**config.mk**
```make
export PLATFORM = sky130hd
export DESIGN_NAME = div_unit_flat
export DESIGN_NICKNAME = d
export VERILOG_FILES = /design/src/rtl/mips_pkg.sv /design/src/rtl/div_unit_if.sv /design/src/rtl/div_step.sv /design/src/rtl/div_unit.sv /design/src/flat_wrapper.sv
export SDC_FILE = /design/constraint.sdc
export NUM_CORES = 1
export LEC_CHECK = 0
export ABC_AREA = 1
export CORE_MARGIN = 2
export CORE_UTILIZATION = 45
export DETAILED_ROUTE_END_ITERATION = 10
export PLACE_DENSITY = 0.66
export SYNTH_ARGS = -nofsm -noshare
export SYNTH_HDL_FRONTEND = slang
export SYNTH_SLANG_ARGS = --single-unit
export TNS_END_PERCENT = 5
```
**constraint.sdc**
```tcl
create_clock -name Clk -period 2.8 [get_ports Clk]
set_input_delay 0.56 -clock Clk [delete_from_list [all_inputs] [get_ports Clk]]
set_output_delay 0.56 -clock Clk [all_outputs]
set_load 0.005 [all_outputs]
```
**src/rtl/mips_pkg.sv**
```systemverilog
// Shared MIPS datapath definitions used by the iterative divider.
package mips_pkg;

    localparam int unsigned DIV_WIDTH = 32;

    localparam logic [DIV_WIDTH-1:0] DIV_ZERO_QUOTIENT = 32'hFFFF_FFFF;

    typedef enum logic [1:0] {
        IDLE = 2'd0,
        RUN  = 2'd1,
        FIX  = 2'd2,
        DONE = 2'd3
    } div_state_t;

endpackage

```
**src/rtl/div_unit_if.sv**
```systemverilog
// Request/result bundle between the control unit and the divider.
interface div_unit_if
    import mips_pkg::*;
#(
    parameter int unsigned WIDTH = DIV_WIDTH
);
    logic             Start;
    logic             Signed;
    logic [WIDTH-1:0] A;
    logic [WIDTH-1:0] B;
    logic             Busy;
    logic             Done;
    logic [WIDTH-1:0] Quotient;
    logic [WIDTH-1:0] Remainder;
    logic             DivByZero;

    modport master (
        output Start, Signed, A, B,
        input  Busy, Done, Quotient, Remainder, DivByZero
    );

    modport slave (
        input  Start, Signed, A, B,
        output Busy, Done, Quotient, Remainder, DivByZero
    );
endinterface

```
**src/rtl/div_step.sv**
```systemverilog
// One restoring-division step: trial subtract of the divisor from the
// shifted partial remainder; the inverted borrow is the quotient bit.
module div_step
    import mips_pkg::*;
#(
    parameter int unsigned WIDTH = DIV_WIDTH
) (
    input  logic [WIDTH:0]   partial,
    input  logic [WIDTH-1:0] divisor,
    output logic [WIDTH-1:0] next_rem,
    output logic             qbit
);
    logic [WIDTH:0] diff;

    // partial < 2*divisor, so the WIDTH+1-bit sign bit is an exact borrow
    assign diff     = partial - {1'b0, divisor};
    assign qbit     = ~diff[WIDTH];
    assign next_rem = qbit ? diff[WIDTH-1:0] : partial[WIDTH-1:0];
endmodule

```
**src/rtl/div_unit.sv**
```systemverilog
// Iterative restoring divider (DIV/DIVU), one quotient bit per clock.
// Define DIV_SIGNED_EN to honour Signed; otherwise every division is unsigned.
module div_unit
    import mips_pkg::*;
#(
    parameter int unsigned WIDTH = DIV_WIDTH
) (
    input logic       Clk,
    input logic       Reset_n,
    div_unit_if.slave bus
);
    localparam int unsigned CntW = $clog2(WIDTH);

    div_state_t       state_q, state_d;
    logic [CntW-1:0]  cnt_q, cnt_d;
    logic [WIDTH-1:0] rem_q, rem_d;
    logic [WIDTH-1:0] quo_q, quo_d;
    logic [WIDTH-1:0] dvs_q, dvs_d;
    logic [WIDTH-1:0] a_q, a_d;
    logic             zero_q, zero_d;
    logic             busy_q, busy_d;
    logic             done_q, done_d;
    logic [WIDTH-1:0] q_out_q, q_out_d;
    logic [WIDTH-1:0] r_out_q, r_out_d;
    logic             dbz_q, dbz_d;

    logic             accept;
    logic [WIDTH-1:0] abs_a, abs_b;
    logic [WIDTH-1:0] fix_quo, fix_rem;
    logic [WIDTH-1:0] step_rem;
    logic             step_bit;

    // busy_q is still high in IDLE during the Done cycle, which blocks a Start there
    assign accept = (state_q == IDLE) && bus.Start && !busy_q;

`ifdef DIV_SIGNED_EN
    logic sgn;
    logic neg_quo_q, neg_rem_q;

    assign sgn   = bus.Signed;
    assign abs_a = (sgn && bus.A[WIDTH-1]) ? -bus.A : bus.A;
    assign abs_b = (sgn && bus.B[WIDTH-1]) ? -bus.B : bus.B;

    // Capture result signs alongside the operands
    always_ff @(posedge Clk or negedge Reset_n) begin
        if (!Reset_n) begin
            neg_quo_q <= 1'b0;
            neg_rem_q <= 1'b0;
        end else if (accept) begin
            neg_quo_q <= sgn && (bus.A[WIDTH-1] ^ bus.B[WIDTH-1]);
            neg_rem_q <= sgn && bus.A[WIDTH-1];
        end
    end

    assign fix_quo = neg_quo_q ? -quo_q : quo_q;
    assign fix_rem = neg_rem_q ? -rem_q : rem_q;
`else
    logic unused_signed;

    assign unused_signed = bus.Signed;
    assign abs_a   = bus.A;
    assign abs_b   = bus.B;
    assign fix_quo = quo_q;
    assign fix_rem = rem_q;
`endif

    div_step #(
        .WIDTH(WIDTH)
    ) u_step (
        .partial (({rem_q, quo_q[WIDTH-1]})),
        .divisor (dvs_q),
        .next_rem(step_rem),
        .qbit    (step_bit)
    );

    // State and datapath registers
    always_ff @(posedge Clk or negedge Reset_n) begin
        if (!Reset_n) begin
            state_q <= IDLE;
            cnt_q   <= '0;
            rem_q   <= '0;
            quo_q   <= '0;
            dvs_q   <= '0;
            a_q     <= '0;
            zero_q  <= 1'b0;
            busy_q  <= 1'b0;
            done_q  <= 1'b0;
            q_out_q <= '0;
            r_out_q <= '0;
            dbz_q   <= 1'b0;
        end else begin
            state_q <= state_d;
            cnt_q   <= cnt_d;
            rem_q   <= rem_d;
            quo_q   <= quo_d;
            dvs_q   <= dvs_d;
            a_q     <= a_d;
            zero_q  <= zero_d;
            busy_q  <= busy_d;
            done_q  <= done_d;
            q_out_q <= q_out_d;
            r_out_q <= r_out_d;
            dbz_q   <= dbz_d;
        end
    end

    // Next-state, shift/subtract datapath and result registration
    always_comb begin
        state_d = state_q;
        cnt_d   = cnt_q;
        rem_d   = rem_q;
        quo_d   = quo_q;
        dvs_d   = dvs_q;
        a_d     = a_q;
        zero_d  = zero_q;
        busy_d  = busy_q;
        done_d  = 1'b0;
        q_out_d = q_out_q;
        r_out_d = r_out_q;
        dbz_d   = dbz_q;

        unique case (state_q)
            IDLE: begin
                if (busy_q) begin
                    busy_d = 1'b0;
                end else if (accept) begin
                    busy_d  = 1'b1;
                    a_d     = bus.A;
                    zero_d  = (bus.B == '0);
                    rem_d   = '0;
                    quo_d   = abs_a;
                    dvs_d   = abs_b;
                    cnt_d   = CntW'(WIDTH - 1);
                    state_d = (bus.B == '0) ? FIX : RUN;
                end
            end
            RUN: begin
                rem_d = step_rem;
                quo_d = {quo_q[WIDTH-2:0], step_bit};
                if (cnt_q == '0) begin
                    state_d = FIX;
                end else begin
                    cnt_d = cnt_q - 1'b1;
                end
            end
            FIX: begin
                if (zero_q) begin
                    q_out_d = DIV_ZERO_QUOTIENT[WIDTH-1:0];
                    r_out_d = a_q;
                    dbz_d   = 1'b1;
                end else begin
                    q_out_d = fix_quo;
                    r_out_d = fix_rem;
                    dbz_d   = 1'b0;
                end
                state_d = DONE;
            end
            DONE: begin
                done_d  = 1'b1;
                state_d = IDLE;
            end
            default: state_d = IDLE;
        endcase
    end

    assign bus.Busy      = busy_q;
    assign bus.Done      = done_q;
    assign bus.Quotient  = q_out_q;
    assign bus.Remainder = r_out_q;
    assign bus.DivByZero = dbz_q;
endmodule

```
**src/flat_wrapper.sv**
```systemverilog
// flat-port wrapper written by rule: the top's interface ports become plain ports
module div_unit_flat import mips_pkg::*;
#(
    parameter int unsigned WIDTH = DIV_WIDTH
)
  (Clk, Reset_n, bus_Start, bus_Signed, bus_A, bus_B, bus_Busy, bus_Done, bus_Quotient, bus_Remainder, bus_DivByZero);
  div_unit_if #(.WIDTH(WIDTH)) bus_i ();
  input logic Clk;
  input logic Reset_n;
  input wire logic [$bits(bus_i.Start)-1:0] bus_Start;
  input wire logic [$bits(bus_i.Signed)-1:0] bus_Signed;
  input wire logic [$bits(bus_i.A)-1:0] bus_A;
  input wire logic [$bits(bus_i.B)-1:0] bus_B;
  output wire logic [$bits(bus_i.Busy)-1:0] bus_Busy;
  output wire logic [$bits(bus_i.Done)-1:0] bus_Done;
  output wire logic [$bits(bus_i.Quotient)-1:0] bus_Quotient;
  output wire logic [$bits(bus_i.Remainder)-1:0] bus_Remainder;
  output wire logic [$bits(bus_i.DivByZero)-1:0] bus_DivByZero;
  assign bus_i.Start = bus_Start;
  assign bus_i.Signed = bus_Signed;
  assign bus_i.A = bus_A;
  assign bus_i.B = bus_B;
  assign bus_Busy = bus_i.Busy;
  assign bus_Done = bus_i.Done;
  assign bus_Quotient = bus_i.Quotient;
  assign bus_Remainder = bus_i.Remainder;
  assign bus_DivByZero = bus_i.DivByZero;
  div_unit #(.WIDTH(WIDTH)) u_core (.Clk(Clk), .Reset_n(Reset_n), .bus(bus_i));
endmodule
```
# Word level (Yosys, flattened, before mapping)
# Cells that the tools add are included.
word_totals:
  ff_bits: 203
  inputBits: 68
  out_inout_bits: 67
  wordCells: 56
classes:
  addsub: 2
  eq_ne: 7
  mux: 22
  bitwise_logic: 2
  n_reduce_logical: 11
op_table:
  columns: ["operator", "n"]
  rows:
  - ["$mux 32", 7]
  - ["$pmux 32 s2", 2]
  - ["$sub 33x32->33", 1]
  - ["$logic_not 32->1", 1]
  - ["$mux 5", 3]
  - ["$pmux 5 s2", 1]
  - ["$reduce_and 3->1", 3]
  - ["$mux 2", 4]
  - ["$pmux 2 s4", 1]
  - ["$logic_not 5->1", 1]
  - ["$sub 5x1->5 const B", 1]
  - ["$eq 2x2->1 const B", 2]
  - ["$mux 1", 4]
  - ["$ne 2x1->1 const B", 2]
  - ["$ne 2x2->1 const B", 2]
  - ["$reduce_and 4->1", 1]
  - ["$eq 2x1->1 const B", 1]
  - ["$logic_and 1x1->1", 2]
  - ["$logic_not 2->1", 1]
  - ["$not 1->1", 2]
  - ["$reduce_bool 2->1", 1]
  - ["$logic_not 1->1", 1]

# Longest topological paths before layout
# Gate-level depths: netlist of run 1.
logic_depth:
  depth_word: 6
  mapped_depth: 18
  mapped_depth_nobuf: 18

# Cells and area by module
# From an unflattened synthesis of run 1, not the netlist that was laid out.
hier_totals:
  hier_cells: 1674
  area_unflattened_um2: 11597.4
modules_own_cells:
  columns: ["module", "n_inst", "cells_per_inst", "area_each_um2", "seq_area_each_um2"]
  rows:
  - ["div_unit", 1, 994, 8446.9, 5079.9]
  - ["div_step", 1, 680, 3150.5, 0.0]

# Worst setup path before layout of run 1
# No wires, ideal clock.
synth_path:
  path_type: "reg2reg"
  start: "reg u_core.quo_q[31] (netlist: u_core.fix_quo[31])"
  end: "reg u_core.quo_q[0] (netlist: u_core.fix_quo[0])"
  setup_ps: 121
  arrival_ps: 2104
  required_ps: 2679
  setup_slack_ps: 575
  path_stages_with_launch: 18
  path_buffers: 1
  period_less_slack_ps: 2225
  cell_sequence: "dfrtp_1 -> inv_1 -> ha_1 -> inv_1 -> fa_1 -> nand2_1 -> nand2_1 -> nand3_1 -> nand2_1 -> nand2_1 -> nand2_2 -> nand2_4 -> nand2_4 -> nand2_4 -> nand2_8 -> buf_6 -> o21ai_1 -> nand2_1"
synth_via:
  elab_chain_cells: 3
synth_rtl:
  columns: ["element", "line", "rtl"]
  rows:
  - ["from (decl)", "div_unit.sv:17", "logic [WIDTH-1:0] quo_q, quo_d;"]
  - ["from (signal assigned)", "div_unit.sv:95", "quo_q <= quo_d;"]
  - ["$sub 33x32->33", "div_step.sv:16", "assign diff = partial - {1'b0, divisor};"]
  - ["$not 1->1", "div_step.sv:17", "assign qbit = ~diff[WIDTH];"]
  - ["$pmux 32 s2", "div_unit.sv:122", "unique case (state_q)"]
# No other way between the ends.
# A chain may end at the register's enable or synchronous reset.

# Worst setup path in the final report of run 1
layout_path:
  start: "reg u_core.rem_q[13] (netlist: u_core.fix_rem[13])"
  end: "reg u_core.rem_q[21] (netlist: u_core.fix_rem[21])"
layout_via:
  elab_chain_cells: 3
layout_rtl:
  columns: ["element", "line", "rtl"]
  rows:
  - ["from (decl)", "div_unit.sv:16", "logic [WIDTH-1:0] rem_q, rem_d;"]
  - ["from (signal assigned)", "div_unit.sv:94", "rem_q <= rem_d;"]
  - ["$sub 33x32->33", "div_step.sv:16", null]
  - ["$mux 32", "div_step.sv:18", "assign next_rem = qbit ? diff[WIDTH-1:0] : partial[WIDTH-1:0];"]
  - ["$pmux 32 s2", "div_unit.sv:122", null]
# No other way between the ends.

==> results of run 1 <==
placed cells by master (no fill, tap or decap), drive strengths merged, types with 9 or more instances in the layout:
cell           instances
nor3                   9
nand3                 66
o21ai                112
inv                  254
dfrtp                203
xnor2                 13
a21oi                 19
nand2                658
o211ai                10
nor2                 104
buf                   22
clkbuf                36
a31oi                 54
clkdlybuf4s50        132
ha                    39
layer usage:
layer  share of wire [%]  wire length (µm)  GRT usage, %
met2                  46             14200          38.4
met1                  47             14500          33.1
met4                 2.2               678          5.90
met5                   0                 0             0
met3                 4.2              1280          2.47
power by group through the flow:
stage	clock (mW)	combinational, mW	sequential, mW
2_1_floorplan	0	5.63	4.92
3_3_place_gp	0	8.13	5.08
3_5_place_dp	0	8.29	5.10
4_1_cts	2.97	8.34	5.07
5_1_grt	3.09	9.50	5.21
6_report	2.93	8.32	5.06
kinds of logic after synthesis:
family,share of synthesized area [%]
xor gates and xnor gates,1.14
adders and majority gates,4.41
AOI/OAI and AO/OA,9.52
DFF,44.1
and+or+nand+nor,30.2
buffers and inverters,10.6
layout make-up:
class / instances / area [µm²]
Clock inverter: 7 / 51.3
Timing Repair Buffer: 155 / 1550
Fill cell: 2443 / 11200
Tap cell: 330 / 413
Inverter: 254 / 953
Multi-Input combinational cell: 1114 / 5230
Clock buffer: 35 / 682
Sequential cell: 203 / 5080
path summary, 6_finish.rpt:
kind	slack (ns)	to	cells after the start
worst min register to register	0.48	u_core.a_q[24]	2
max in group asynchronous	1.90	u_core.bus.Quotient[20]	2
worst max-delay path	0.30	u_core.fix_rem[21]	14
worst min-delay path	0.07	u_core.bus.Quotient[27]	1
worst max register to register	0.30	u_core.fix_rem[21]	14
min in group Clk	0.48	u_core.a_q[24]	2
per-stage QoR:
step / worst slack, ns / utilization [%] / hold WS, ns / instance area (µm²)
floorplan: 0.575 / - / 0.264 / 11500
global placement: 0.356 / 52.5 / 0.462 / 13200
detailed placement: 0.318 / 52.5 / 0.465 / 13200
CTS: 0.306 / 55.5 / 0.0962 / 14000
global route: 0.0821 / 55.5 / 0.126 / 14000
finish: 0.303 / 55.5 / 0.0666 / 14000
sequential cells by signal, summed over array words and instances, names as in the netlist:
register and count:
u_core.bus.Quotient 32, u_core.bus.Busy 1, u_core.zero_q 1, u_core.state_q 2, u_core.cnt_q 5, u_core.a_q 32, u_core.bus.Remainder 32, u_core.fix_rem 32
u_core.bus.DivByZero 1, u_core.bus.Done 1, u_core.fix_quo 32, u_core.dvs_q 32
==> flow_summary.yaml, run 1 <==
placed_design:
  place.gp.congestion: 0.915
  port_buffers: 133
  dp.cells: 2056
  dp_hpwl_um: 22400
timing:
  worstMarginPinSlew_ns: 0.972
  skew_ns: 0.0178
  finalSetupViolations: 0
  min_period_over_period_pct: 89.2
  drv_slew: 0
  final-hold-violation-count: 0
  finalSetupTns_ns: 0
  slew_headroom_pct: 35.1
  period_minus_slack_ns: 2.50
  rsz0062_at_grt: "no"
  max_freq_mhz: 401
cells_and_area:
  nets: 1860
  diodes: 0
  fin_cells: 2098
  layout-drive-gt1-share_pct: 4.52
  area_growth_pct: 21.1
logic_synthesis:
  synth_seq_cells: 203
  syn_nets: 1741
  yosys_most_used_dff: "dfrtp_1"
  yosys.area.top_type: "dfrtp_1"
  synth_cell_types: 38
  yosysMostFrequentCell: "nand2_1"
  synth_common_cells: "650 x nand2_1, 249 x inv_1, 203 x dfrtp_1"
  yosys_warnings: 0
  synthArstFlopShare_pct: 100
  avgSynthCellArea_um2: 7.06
  synth.top_cell.area_share_pct: 44.1
  ys_top_cells_by_area: "dfrtp_1 44%, nand2_1 21%, inv_1 8.1%"
  syn_inst: 1633
  yosysSeqAreaShare_pct: 44.1
  synth_edf_count: 0
  synth_area_mm2: 0.0115
power:
  vdd_drop_max_mv: 0.637
  pwr-share-seq_pct: 31.0
  clkPwrFrac_pct: 18.0
  leakage_nw: 7.18
  intPower_mw: 9.23
  sw_frac_of_total_pct: 43.4
  power_density_mw_per_mm2: 1170
  p_sw_mw: 7.08
  pwr-share-comb_pct: 51.0
  total_power_mw: 16.3
detailed_routing:
  totalWireLength_um: 30700
  dr_total_vias: 10362
  drt-pass1-iter-count: 6
  postRouteAntennaNets: 0
  drc: 0
  drt_iter0_drc: 833
  wl_per_cell_um: 14.6
  vias_per_cell: 4.94
clock_network:
  cts_tree: "yes"
  cts_resized: 0
  post_cts_buffers: 0
  clk_latency_ns: 0.52
  ctsHoldBuffers: 0
  path_clk_slew_ns: 0.06
  cts_made_buffers: 24
  clock-sinks: 203
  cts.path.max_buffers: 3
  cts_root_buf: "clkbuf_16"
  cts.htree.levels: 1
critical_path:
  cp-end-kind: "flop"
  cp_max_fo: 32
  max_stage_delay_ns: 0.47
  reg2reg_from: "u_core.fix_rem[13]"
  crit_family: "simple AND/OR/NAND/NOR gates"
  worst-setup-path-type: "flop to flop"
  critPathArrivalTime_ns: 2.90
  cp_common_cell: "nand2_1"
  crit_path_start: "u_core.fix_rem[13]"
  cp-start-kind: "flop"
  critPathBufInv: 1
  required_ns: 3.20
  cp_cell_sequence: "ha_1 -> nand2_1 -> inv_1 -> nand2_1 -> nor3_1 -> nand2_1 -> nand2_2 -> nand2_4 -> nand2_4 -> nand2_2 -> nand2_4 -> nand2_1 -> nand3_1 -> nand2_1"
  slowest_stage: "dfrtp_1"
outcome:
  outcome: "completed"
global_route:
  track_usage_pct: 23.4
  globalRouteOverflowTotal: 0
  grt_max_degree: 92
  grt_pass1_wl_um: 50200
  grt_pass1_vias: 9801
  grt_antenna_before_repair: 0
floorplanning:
  die-area_mm2: 0.0269
  core_area_mm2: 0.0252
  die_width_um: 164
  initial_core_util_pct: 45.8
  die_h_um: 164
  pin_count: 135
  rows: 58
worst_hold_path:
  hold_path.class: "input port to async pin"
job:
  maxCapViolCount: 0
(Power assumes the default switching activity.)
==> inputs of run 2 (changes only) <==
--- a/config.mk
+++ b/config.mk
@@ -6,10 +6,12 @@
 export NUM_CORES = 1
 export LEC_CHECK = 0
 export ABC_AREA = 1
+export CAP_MARGIN = 20
 export CORE_MARGIN = 2
 export CORE_UTILIZATION = 45
 export DETAILED_ROUTE_END_ITERATION = 10
-export PLACE_DENSITY = 0.66
+export DONT_BUFFER_PORTS = 1
+export PLACE_DENSITY = 0.6
 export SYNTH_ARGS = -nofsm -noshare
 export SYNTH_HDL_FRONTEND = slang
 export SYNTH_SLANG_ARGS = --single-unit
==> run 2 against run 1 <==
Compared with the run above: the run now ends with negative hold slack left; combinational power is 14% lower; via count is 5.5% lower; cell count is 6.6% lower; setup slack worse by 0.018 ns; clock-buffer cell count is 3 lower; cell area is 9.2% lower; critical path depth is 1 lower; total power is 3.5% lower; fmax is 0.71% lower; non-clock buffer count is 139 lower.
==> flow_summary.yaml, run 2 (same netlist as run 1, synthesis figures left out) <==
outcome:
  outcome: "complete, but fails checks"
  violations: "negative hold slack"
cells_and_area:
  layout-drive-gt1-share_pct: 4.79
  area_growth_pct: 9.99
  final_core_util_pct: 50.3
  diodes: 0
  final_common_cell: "nand2_1"
  nets: 1721
  layout_common_cells: "650 x nand2_1, 249 x inv_1, 202 x dfrtp_1, 107 x o21ai_0, 101 x nor2_1"
placed_design:
  port_buffers: 0
  place.gp.congestion: 0.945
  dp_hpwl_um: 21800
detailed_routing:
  drt-pass1-iter-count: 5
  dr_total_vias: 9796
  drc: 0
  vias_per_cell: 5.00
  drt_iter0_drc: 741
  wl_per_cell_um: 15.4
  totalWireLength_um: 30100
  postRouteAntennaNets: 0
timing:
  slew_headroom_pct: 35.3
  skew_ns: 0.00928
  final-hold-violation-count: 203
  rsz0062_at_grt: "no"
  max_freq_mhz: 398
  hold_slack_ns: -0.268
  period_minus_slack_ns: 2.51
  min_period_over_period_pct: 89.8
  finalSetupViolations: 0
  drv_slew: 0
  worstMarginPinSlew_ns: 0.970
  finalSetupTns_ns: 0
floorplanning:
  die_h_um: 164
  die_width_um: 164
  die-area_mm2: 0.0269
  rows: 58
  core_area_mm2: 0.0252
  initial_core_util_pct: 45.8
  pin_count: 135
clock_network:
  clock-sinks: 203
  cts_resized: 0
  clk_latency_ns: 0.52
  cts.htree.levels: 1
  cts_tree: "yes"
  cts_root_buf: "clkbuf_16"
  post_cts_buffers: 0
  path_clk_slew_ns: 0.06
  cts_made_buffers: 24
  cts.path.max_buffers: 3
critical_path:
  worst-setup-path-type: "flop to flop"
  required_ns: 3.21
  critPathArrivalTime_ns: 2.92
  cp-end-kind: "flop"
  cp_max_fo: 32
  rrSetupSlack_ns: 0.29
  cp-start-kind: "flop"
power:
  vdd_drop_max_mv: 0.575
  p_sw_mw: 6.89
  power_density_mw_per_mm2: 1240
  pwr-share-comb_pct: 45.2
  intPower_mw: 8.85
  sw_frac_of_total_pct: 43.8
  leakage_nw: 6.69
  clkPwrFrac_pct: 21.7
  total_power_mw: 15.7
  pwr-share-seq_pct: 33.0
global_route:
  grt_antenna_before_repair: 0
  grt_pass1_wl_um: 48600
  grt_pass1_vias: 9192
  grt_max_degree: 204
  track_usage_pct: 22.7
  globalRouteOverflowTotal: 0
job:
  maxCapViolCount: 0
worst_hold_path:
  hold_path.class: "input port to async pin"
## run 2: worst paths after layout
path | start | end | depth (start not counted)
max in group asynchronous | Reset_n | u_core.dvs_q[16] | 0
worst max-delay path | u_core.fix_rem[22] | u_core.fix_rem[26] | 13
worst min-delay path | Reset_n | u_core.bus.Quotient[5] | 0
worst min register to register | u_core.a_q[19] | u_core.a_q[19] | 2
worst max register to register | u_core.fix_rem[22] | u_core.fix_rem[26] | 13
min in group Clk | bus_A[22] | u_core.a_q[22] | 2
## run 2: routing by layer
layer	track usage, %	part of all wire (%)	vias to the layer above
met1	31.8	46	4518
met5	0	0	-
met3	4.62	6.7	45
met4	5.66	2.5	0
li1	-	-	5008
met2	36.3	45	225
## run 2: per-stage QoR
step                worst slack (ns)  std cells  hold WS [ns]  cell area, µm²
floorplan                      0.575       1633         0.264           11500
detailed placement             0.287       1917         0.268           11800
CTS                            0.275       1959        -0.285           12700
global route                  0.0277       1959        -0.286           12700
finish                         0.285       1959        -0.268           12700
global placement               0.310       1917         0.270           11800
## run 2: final cells by class
class	count	area, µm²
clock buffer	32	682
clock inverter	10	179
fill	2556	12500
inverter	254	953
multi-input combinational	1114	5240
sequential	203	5080
tap	330	413
timing repair buffer	16	133
## run 2: power by group through the flow
| stage | Sequential, mW | Combinational [mW] | Clock [mW] |
|---|---|---|---|
| detailed placement | 5.25 | 7.12 | 0 |
| floorplan | 4.92 | 5.63 | 0 |
| global route | 5.37 | 8.21 | 3.61 |
| finish | 5.20 | 7.12 | 3.42 |
| CTS | 5.21 | 7.16 | 3.49 |
| global placement | 5.23 | 6.99 | 0 |
## run 2: critical path, cell delays in order, from the launching register on
cell     delay, ns
dfrtp_1       0.47
ha_1          0.42
nand2_1       0.14
nor2_1        0.20
inv_2         0.08
nor2_4        0.14
and2_4        0.16
nand2_4       0.07
nand2_4       0.08
nand2_2       0.06
nand2_4       0.32
nand2_1       0.10
nand3_1       0.10
nand2_1       0.05
==> inputs of run 3 (changes only) <==
--- a/config.mk
+++ b/config.mk
@@ -9,6 +9,7 @@
 export CAP_MARGIN = 20
 export CORE_MARGIN = 2
 export CORE_UTILIZATION = 45
+export CTS_CLUSTER_SIZE = 25
 export DETAILED_ROUTE_END_ITERATION = 10
 export DONT_BUFFER_PORTS = 1
 export PLACE_DENSITY = 0.6
==> results of run 3 <==
The final DEF is identical to that of run 2; final timing and power are the same.
